`config.mk`:
```
export PLATFORM = sky130hd
export DESIGN_NAME = seven_seg_flat
export DESIGN_NICKNAME = d
export VERILOG_FILES = /design/src/rtl/seven_seg_pkg.sv /design/src/rtl/seven_seg_if.sv /design/src/rtl/seven_seg_lut.sv /design/src/rtl/seven_seg.sv /design/src/flat_wrapper.sv
export SDC_FILE = /design/constraint.sdc
export NUM_CORES = 1
export LEC_CHECK = 0
export CAP_MARGIN = 20
export CORE_AREA = 3 3 40 42
export CTS_CLUSTER_DIAMETER = 60
export DETAILED_ROUTE_END_ITERATION = 8
export DIE_AREA = 0 0 43 45
export GPL_TIMING_DRIVEN = 0
export PLACE_DENSITY = 0.61
export SLEW_MARGIN = 25
export SYNTH_ARGS = -nofsm -noshare
export SYNTH_HDL_FRONTEND = slang
export SYNTH_SLANG_ARGS = --single-unit
```
`constraint.sdc`:
```
create_clock -name clk -period 0.9 [get_ports clk]
set_clock_uncertainty 0.15 [all_clocks]
set_input_delay 0.27 -clock clk [delete_from_list [all_inputs] [get_ports clk]]
set_output_delay 0.27 -clock clk [all_outputs]
set_load 0.01 [all_outputs]
```
`src/rtl/seven_seg_pkg.sv`:
```
// rtl/seven_seg_pkg.sv - segment patterns and segment indices for the seven-segment decoder
package seven_seg_pkg;

    // Logical (active-high) patterns, bit order {a,b,c,d,e,f,g}
    localparam logic [6:0] SEG_0    = 7'h7E;
    localparam logic [6:0] SEG_1    = 7'h30;
    localparam logic [6:0] SEG_2    = 7'h6D;
    localparam logic [6:0] SEG_3    = 7'h79;
    localparam logic [6:0] SEG_4    = 7'h33;
    localparam logic [6:0] SEG_5    = 7'h5B;
    localparam logic [6:0] SEG_6    = 7'h5F;
    localparam logic [6:0] SEG_7    = 7'h70;
    localparam logic [6:0] SEG_8    = 7'h7F;
    localparam logic [6:0] SEG_9    = 7'h7B;
    localparam logic [6:0] SEG_A    = 7'h77;
    localparam logic [6:0] SEG_B    = 7'h1F;
    localparam logic [6:0] SEG_C    = 7'h4E;
    localparam logic [6:0] SEG_D    = 7'h3D;
    localparam logic [6:0] SEG_E    = 7'h4F;
    localparam logic [6:0] SEG_F    = 7'h47;
    localparam logic [6:0] SEG_DASH = 7'h01;
    localparam logic [6:0] SEG_OFF  = 7'h00;
    localparam logic [6:0] SEG_ALL  = 7'h7F;

    // Position of each segment inside the 7-bit drive word
    localparam int SEG_IDX_A = 6;
    localparam int SEG_IDX_B = 5;
    localparam int SEG_IDX_C = 4;
    localparam int SEG_IDX_D = 3;
    localparam int SEG_IDX_E = 2;
    localparam int SEG_IDX_F = 1;
    localparam int SEG_IDX_G = 0;

    // Highest code that is a valid decimal digit
    localparam logic [3:0] BCD_MAX = 4'd9;

endpackage

```
`src/rtl/seven_seg_if.sv`:
```
// rtl/seven_seg_if.sv - digit request and segment drive bundle for one display digit
interface seven_seg_if;
    logic [3:0] bcd;
    logic       blank;
    logic       lamp_test;
    logic [6:0] seg;
    logic       bcd_err;

    // Digit-select logic drives the request and observes the drive lines
    modport master (
        output bcd,
        output blank,
        output lamp_test,
        input  seg,
        input  bcd_err
    );

    // Decoder consumes the request and produces the drive lines
    modport slave (
        input  bcd,
        input  blank,
        input  lamp_test,
        output seg,
        output bcd_err
    );
endinterface

```
`src/rtl/seven_seg_lut.sv`:
```
// rtl/seven_seg_lut.sv - combinational 4-bit code to logical segment pattern
module seven_seg_lut
    import seven_seg_pkg::*;
#(
    parameter int HEX_MODE = 0
) (
    input  logic [3:0] code,
    output logic [6:0] seg
);

    // Codes 10-15 show either hex glyphs or a dash depending on HEX_MODE
    always_comb begin
        seg = SEG_DASH;
        case (code)
            4'd0:  seg = SEG_0;
            4'd1:  seg = SEG_1;
            4'd2:  seg = SEG_2;
            4'd3:  seg = SEG_3;
            4'd4:  seg = SEG_4;
            4'd5:  seg = SEG_5;
            4'd6:  seg = SEG_6;
            4'd7:  seg = SEG_7;
            4'd8:  seg = SEG_8;
            4'd9:  seg = SEG_9;
            4'd10: seg = (HEX_MODE != 0) ? SEG_A : SEG_DASH;
            4'd11: seg = (HEX_MODE != 0) ? SEG_B : SEG_DASH;
            4'd12: seg = (HEX_MODE != 0) ? SEG_C : SEG_DASH;
            4'd13: seg = (HEX_MODE != 0) ? SEG_D : SEG_DASH;
            4'd14: seg = (HEX_MODE != 0) ? SEG_E : SEG_DASH;
            4'd15: seg = (HEX_MODE != 0) ? SEG_F : SEG_DASH;
            default: seg = SEG_DASH;
        endcase
    end

endmodule

```
`src/rtl/seven_seg.sv`:
```
// rtl/seven_seg.sv - registered BCD to seven-segment decoder with blank and lamp test
module seven_seg
    import seven_seg_pkg::*;
#(
    parameter int ACTIVE_LOW = 0,
    parameter int HEX_MODE   = 0
) (
    input  logic        clk,
    input  logic        rst,
    seven_seg_if.slave  io
);

    // Physical level of a fully dark digit for the chosen polarity
    localparam logic [6:0] SEG_RESET = (ACTIVE_LOW != 0) ? ~SEG_OFF : SEG_OFF;

    logic [6:0] lut_seg;
    logic [6:0] sel_seg;
    logic [6:0] drive_seg;
    logic [6:0] seg_q;
    logic       err_q;

    seven_seg_lut #(
        .HEX_MODE (HEX_MODE)
    ) u_lut (
        .code (io.bcd),
        .seg  (lut_seg)
    );

    // Override mux: lamp test beats blank, blank beats the decoded digit
    always_comb begin
        sel_seg = lut_seg;
        if (io.lamp_test) begin
            sel_seg = SEG_ALL;
        end else if (io.blank) begin
            sel_seg = SEG_OFF;
        end
    end

    // Polarity is applied before the register so the pins never glitch
    assign drive_seg = (ACTIVE_LOW != 0) ? ~sel_seg : sel_seg;

    // Output registers; reset darkens the digit without waiting for a clock
    always_ff @(posedge clk or posedge rst) begin
        if (rst) begin
            seg_q <= SEG_RESET;
            err_q <= 1'b0;
        end else begin
            seg_q <= drive_seg;
            err_q <= (io.bcd > BCD_MAX);
        end
    end

    assign io.seg     = seg_q;
    assign io.bcd_err = err_q;

endmodule

```
`src/flat_wrapper.sv`:
```
// flat-port wrapper written by rule: the top's interface ports become plain ports
module seven_seg_flat import seven_seg_pkg::*;
#(
    parameter int ACTIVE_LOW = 0,
    parameter int HEX_MODE   = 0
)
  (clk, rst, io_bcd, io_blank, io_lamp_test, io_seg, io_bcd_err);
  seven_seg_if io_i ();
  input  logic clk;
  input  logic rst;
  input wire logic [$bits(io_i.bcd)-1:0] io_bcd;
  input wire logic [$bits(io_i.blank)-1:0] io_blank;
  input wire logic [$bits(io_i.lamp_test)-1:0] io_lamp_test;
  output wire logic [$bits(io_i.seg)-1:0] io_seg;
  output wire logic [$bits(io_i.bcd_err)-1:0] io_bcd_err;
  assign io_i.bcd = io_bcd;
  assign io_i.blank = io_blank;
  assign io_i.lamp_test = io_lamp_test;
  assign io_seg = io_i.seg;
  assign io_bcd_err = io_i.bcd_err;
  seven_seg #(.ACTIVE_LOW(ACTIVE_LOW), .HEX_MODE(HEX_MODE)) u_core (.clk(clk), .rst(rst), .io(io_i));
endmodule
```
# Word-level counts from Yosys, hierarchy flattened
# Memory sizes are Yosys's and may differ from the RTL's.
# Index checks and enable logic that the tools add are counted.
# totals
reg_bits,8
mem_bits_ro,112
input_bits,8
out_inout_bits,8
elab_cells,6
n_memories,1
# op_classes
magnitude_cmp,1
mux,2
# memory_table
name,words,width,read_ports,rd_clocked_by_memory_dff,write_ports,line_no,rtl
(name not given),16,7,1,0,0,seven_seg_lut.sv:14,case (code)
# op_table
op,n
$mux 7,2
$gt 4x4->1 const B,1

# Logic depth before layout (Yosys ltp)
# Gate-level depths: netlist of the first run.
# An unclocked memory read counts as a cell.
# depth
word_depth,3
depth_mapped,5
ltp_nobuf,5

# Cells and area by module
# From an unflattened synthesis of the first run, not the netlist that was laid out.
# hier_totals
cells_unflattened,47
hier_area_um2,495.5
# modules_own_cells
mod,n_inst,cells_each,area_each_um2
seven_seg,1,18,267.8
seven_seg_lut,1,29,227.7

# Worst setup path after synthesis of the first run
# Ideal clock, no wire load.
# synth_timing
path_type,input -> register
from,in io_bcd[1]
to,"reg u_core.seg_q[5], in the netlist u_core.io.seg[5]"
setup_time_ns,0.131
arrival_time_ns,0.930
t_required_ns,0.619
setup_slack_ns,-0.311
cell_stages,4
path_buffers,0
path_cell_list,inv_1 ha_1 nor3_1 or3_1
# synth_between
elab_chain_len,3
# synth_lines
item,line_no,rtl
from (decl),flat_wrapper.sv:11,input wire logic [$bits(io_i.bcd)-1:0] io_bcd;
$mem_v2 16x7,--,
$mux 7,seven_seg.sv:34,end else if (io.blank) begin
$mux 7,seven_seg.sv:32,if (io.lamp_test) begin
via u_core.drive_seg[5],seven_seg.sv:18,logic [6:0] drive_seg;
to (signal assigned),seven_seg.sv:48,seg_q <= drive_seg;
to (decl),seven_seg.sv:19,logic [6:0] seg_q;
# The timed path passes the listed nets, and every way through them passes these cells.

# Worst setup path after layout of the first run
# layout_timing
from,"reg u_core.seg_q[6], in the netlist u_core.io.seg[6]"
to,out io_seg[6]
# layout_lines
item,line_no,rtl
to (decl),flat_wrapper.sv:14,output wire logic [$bits(io_i.seg)-1:0] io_seg;
# No word-level cell between the ends.

==> results.py, run 1 <==
metrics = {
    "setup_path": {
        "worstSetupPathType": "flip-flop to output port",
        "crit_family": "flip-flops",
        "cp.depth": 1,
        "end_kind": "output port",
        "startpoint_type": "flip-flop",
        "crit_chain": "buf_2",
        "critPathSlowestCell": "dfrtp_1",
        "crit_required_ns": 0.48,
        "crit_buf_inv": 1,
        "crit_path_max_fanout": 1,
        "cp-endpoint": "io_seg[6]",
        "arrival_ns": 0.72,
        "slowest_delay_ns": 0.35,
        "crit_path_start": "u_core.io.seg[6]",
    },
    "synthesis": {
        "synth_warnings": 0,
        "synthCells": 46,
        "synth_nets": 59,
        "synth-edff-count": 0,
        "synth_cell_types": 18,
        "avgSynthCellArea_um2": 9.28,
        "netlist_area_um2": 427,
        "yosys_register_bits": 8,
        "ys.flop_type": "dfrtp_1",
        "async_flop_share": 1.00,
        "seq_area_frac_synth": 0.469,
    },
    "global_route": {
        "grt_pass1_wl_um": 1180,
        "grt_pass1_vias": 288,
        "globalRouteOverflowTotal": 0,
        "antenna_found_initial": 0,
        "grt_max_degree": 11,
        "track_usage": 0.0886,
    },
    "timing": {
        "fin_crit_ns": 1.14,
        "tightest_slew_ns": 0.279,
        "max-slew-margin-rel": 0.814,
        "setup_viol": 10,
        "fin_ws_ns": -0.241,
        "fin_crit_sh": 1.27,
        "fmax_mhz": 876,
        "hold_viol_final": 0,
        "timing.final.max_slew_violations": 0,
        "rsz0062_at_grt": "yes",
    },
    "cells_and_area": {
        "final_common_cell": "buf_2",
        "areaGrowthSynthToFinish_pct": 68.3,
        "final_cell_mix": "buf_2 (10), dfrtp_1 (8), o21ai_1 (6)",
        "nets": 80,
        "stdcell_count": 80,
        "antennaDiodeCount": 0,
        "layout-drive-gt1-share": 0.508,
        "fillCellCount": 121,
    },
    "clock_network": {
        "cts.sinks": 8,
        "cts-root-buf": "clkbuf_4",
        "numCtsBuffers": 3,
        "clock_path_buffers": 2,
        "clk_pin_slew_ns": 0.05,
        "cts_max_level": 1,
        "cts_tree": "built",
    },
    "job": {
        "drv_cap": 0,
    },
    "routing": {
        "drt_first_pass_iters": 4,
        "avgViaCountPerCell": 4.61,
        "routed_wl_um": 920,
        "route.detailed.drc": 0,
        "num_vias": 369,
        "routedWlPerCell_um": 11.5,
        "drtAntennaViolNets": 0,
        "drt_iter0_markers": 7,
    },
    "place": {
        "portBuffers": 14,
        "dpl.hpwl_um": 597,
        "dp.cells": 75,
        "place_ws_ns": -1.05,
        "gp_congestion": 0.804,
    },
    "power": {
        "power.density_mw_per_mm2": 1220,
        "leakage_nw": 0.314,
        "ir_drop_mv": 0.450,
        "design_power_total_mw": 0.878,
    },
    "min_path": {
        "hold_path_class": "primary input to asynchronous set/reset pin",
    },
    "floorplanning": {
        "die_y_um": 45,
        "fp-row-count": 13,
        "core-area_mm2": 0.00128,
        "die_w_um": 43,
        "initial_core_util": 0.332,
        "dieArea_mm2": 0.00194,
        "ios": 16,
    },
    "run_status": {
        "violations": "setup timing",
        "status": "finished, violations left",
    },
}
[per-layer routing]
| layer | track usage | part of all wire |
|---|---|---|
| met5 | 0 | 0 |
| met4 | 0.108 | 0.041 |
| met3 | 0.0279 | 0.11 |
| met2 | 0.132 | 0.55 |
| met1 | 0.0902 | 0.30 |
[kinds of logic (layout without fill, tap and decap cells)]
group	Yosys count	count (layout)	synth area share
adder cells (fa/ha/maj)	5	5	0.147
AO/OA/AOI/OAI	13	13	0.173
flip-flops	8	8	0.469
AND/OR/NAND/NOR	12	12	0.132
buffers and inverters	8	27	0.0792
[registers in the layout, summed over array words and instances, names as in the netlist]
name	cells
u_core.io.seg	7
u_core.io.bcd_err	1
[report_power, final]
group	internal [mW]	switching (mW)	total [mW]
clock network	0.151	0.0983	0.249
registers	0.386	0.00431	0.390
logic	0.114	0.124	0.239
total	0.652	0.227	0.878
[final cells by class]
class,count,area [µm²],share of cell area
inverter,7,51.3,0.0714
clock buffer,3,22.5,0.0314
buffer,1,15.0,0.0209
tap,15,18.8,0.0261
multi-input combinational,30,279,0.389
timing repair buffer,16,131,0.183
sequential,8,200,0.279
[Yosys cell counts (2+ instances only)]
cell type  count  area, µm²
a21oi_1        2       10.0
dfrtp_1        8        200
ha_1           5       62.6
inv_1          6       22.5
nand2_1        3       11.3
nor2_1         4       15.0
o21ai_0        3       15.0
o21ai_1        4       20.0
or2_1          2       12.5
[metrics by stage]
stage,cell area [µm²],TNS (ns),hold slack [ns],util
after floorplan,489,-0.644,-0.0643,-
after global placement,648,-9.71,0.371,0.504
after detailed placement,648,-9.84,0.387,0.504
after CTS,642,-2.14,0.119,0.500
after global routing,718,-2.36,0.149,0.559
final,718,-2.05,0.116,0.559
[worst min-delay path by stage]
| stage | startpoint | endpoint | slack (ns) | cells after the start |
|---|---|---|---|---|
| CTS | rst | u_core.io.bcd_err | 0.12 | 2 |
| global placement | rst | u_core.io.seg[6] | 0.37 | 2 |
| finish | rst | u_core.io.bcd_err | 0.12 | 2 |
| detailed placement | rst | u_core.io.bcd_err | 0.39 | 2 |
| floorplan | rst | u_core.io.bcd_err | -0.06 | 1 |
| global route | rst | u_core.io.seg[4] | 0.15 | 2 |
[timing repair]
action	in CTS	in global routing
setup buffers	0	2
pin swaps	2	8
hold buffers	0	0
setup endpoints to repair	16	13
endpoints found under the hold margin	0	0
gates resized for setup	60	15
(Power assumes the default switching activity.)
==> run 2, diff against run 1 <==
--- a/config.mk
+++ b/config.mk
@@ -10,6 +10,7 @@
 export CTS_CLUSTER_DIAMETER = 60
 export DETAILED_ROUTE_END_ITERATION = 8
 export DIE_AREA = 0 0 43 45
+export GPL_ROUTABILITY_DRIVEN = 0
 export GPL_TIMING_DRIVEN = 0
 export PLACE_DENSITY = 0.61
 export SLEW_MARGIN = 25
==> results of run 2 <==
The final DEF is identical to that of run 1; final timing and power are the same.
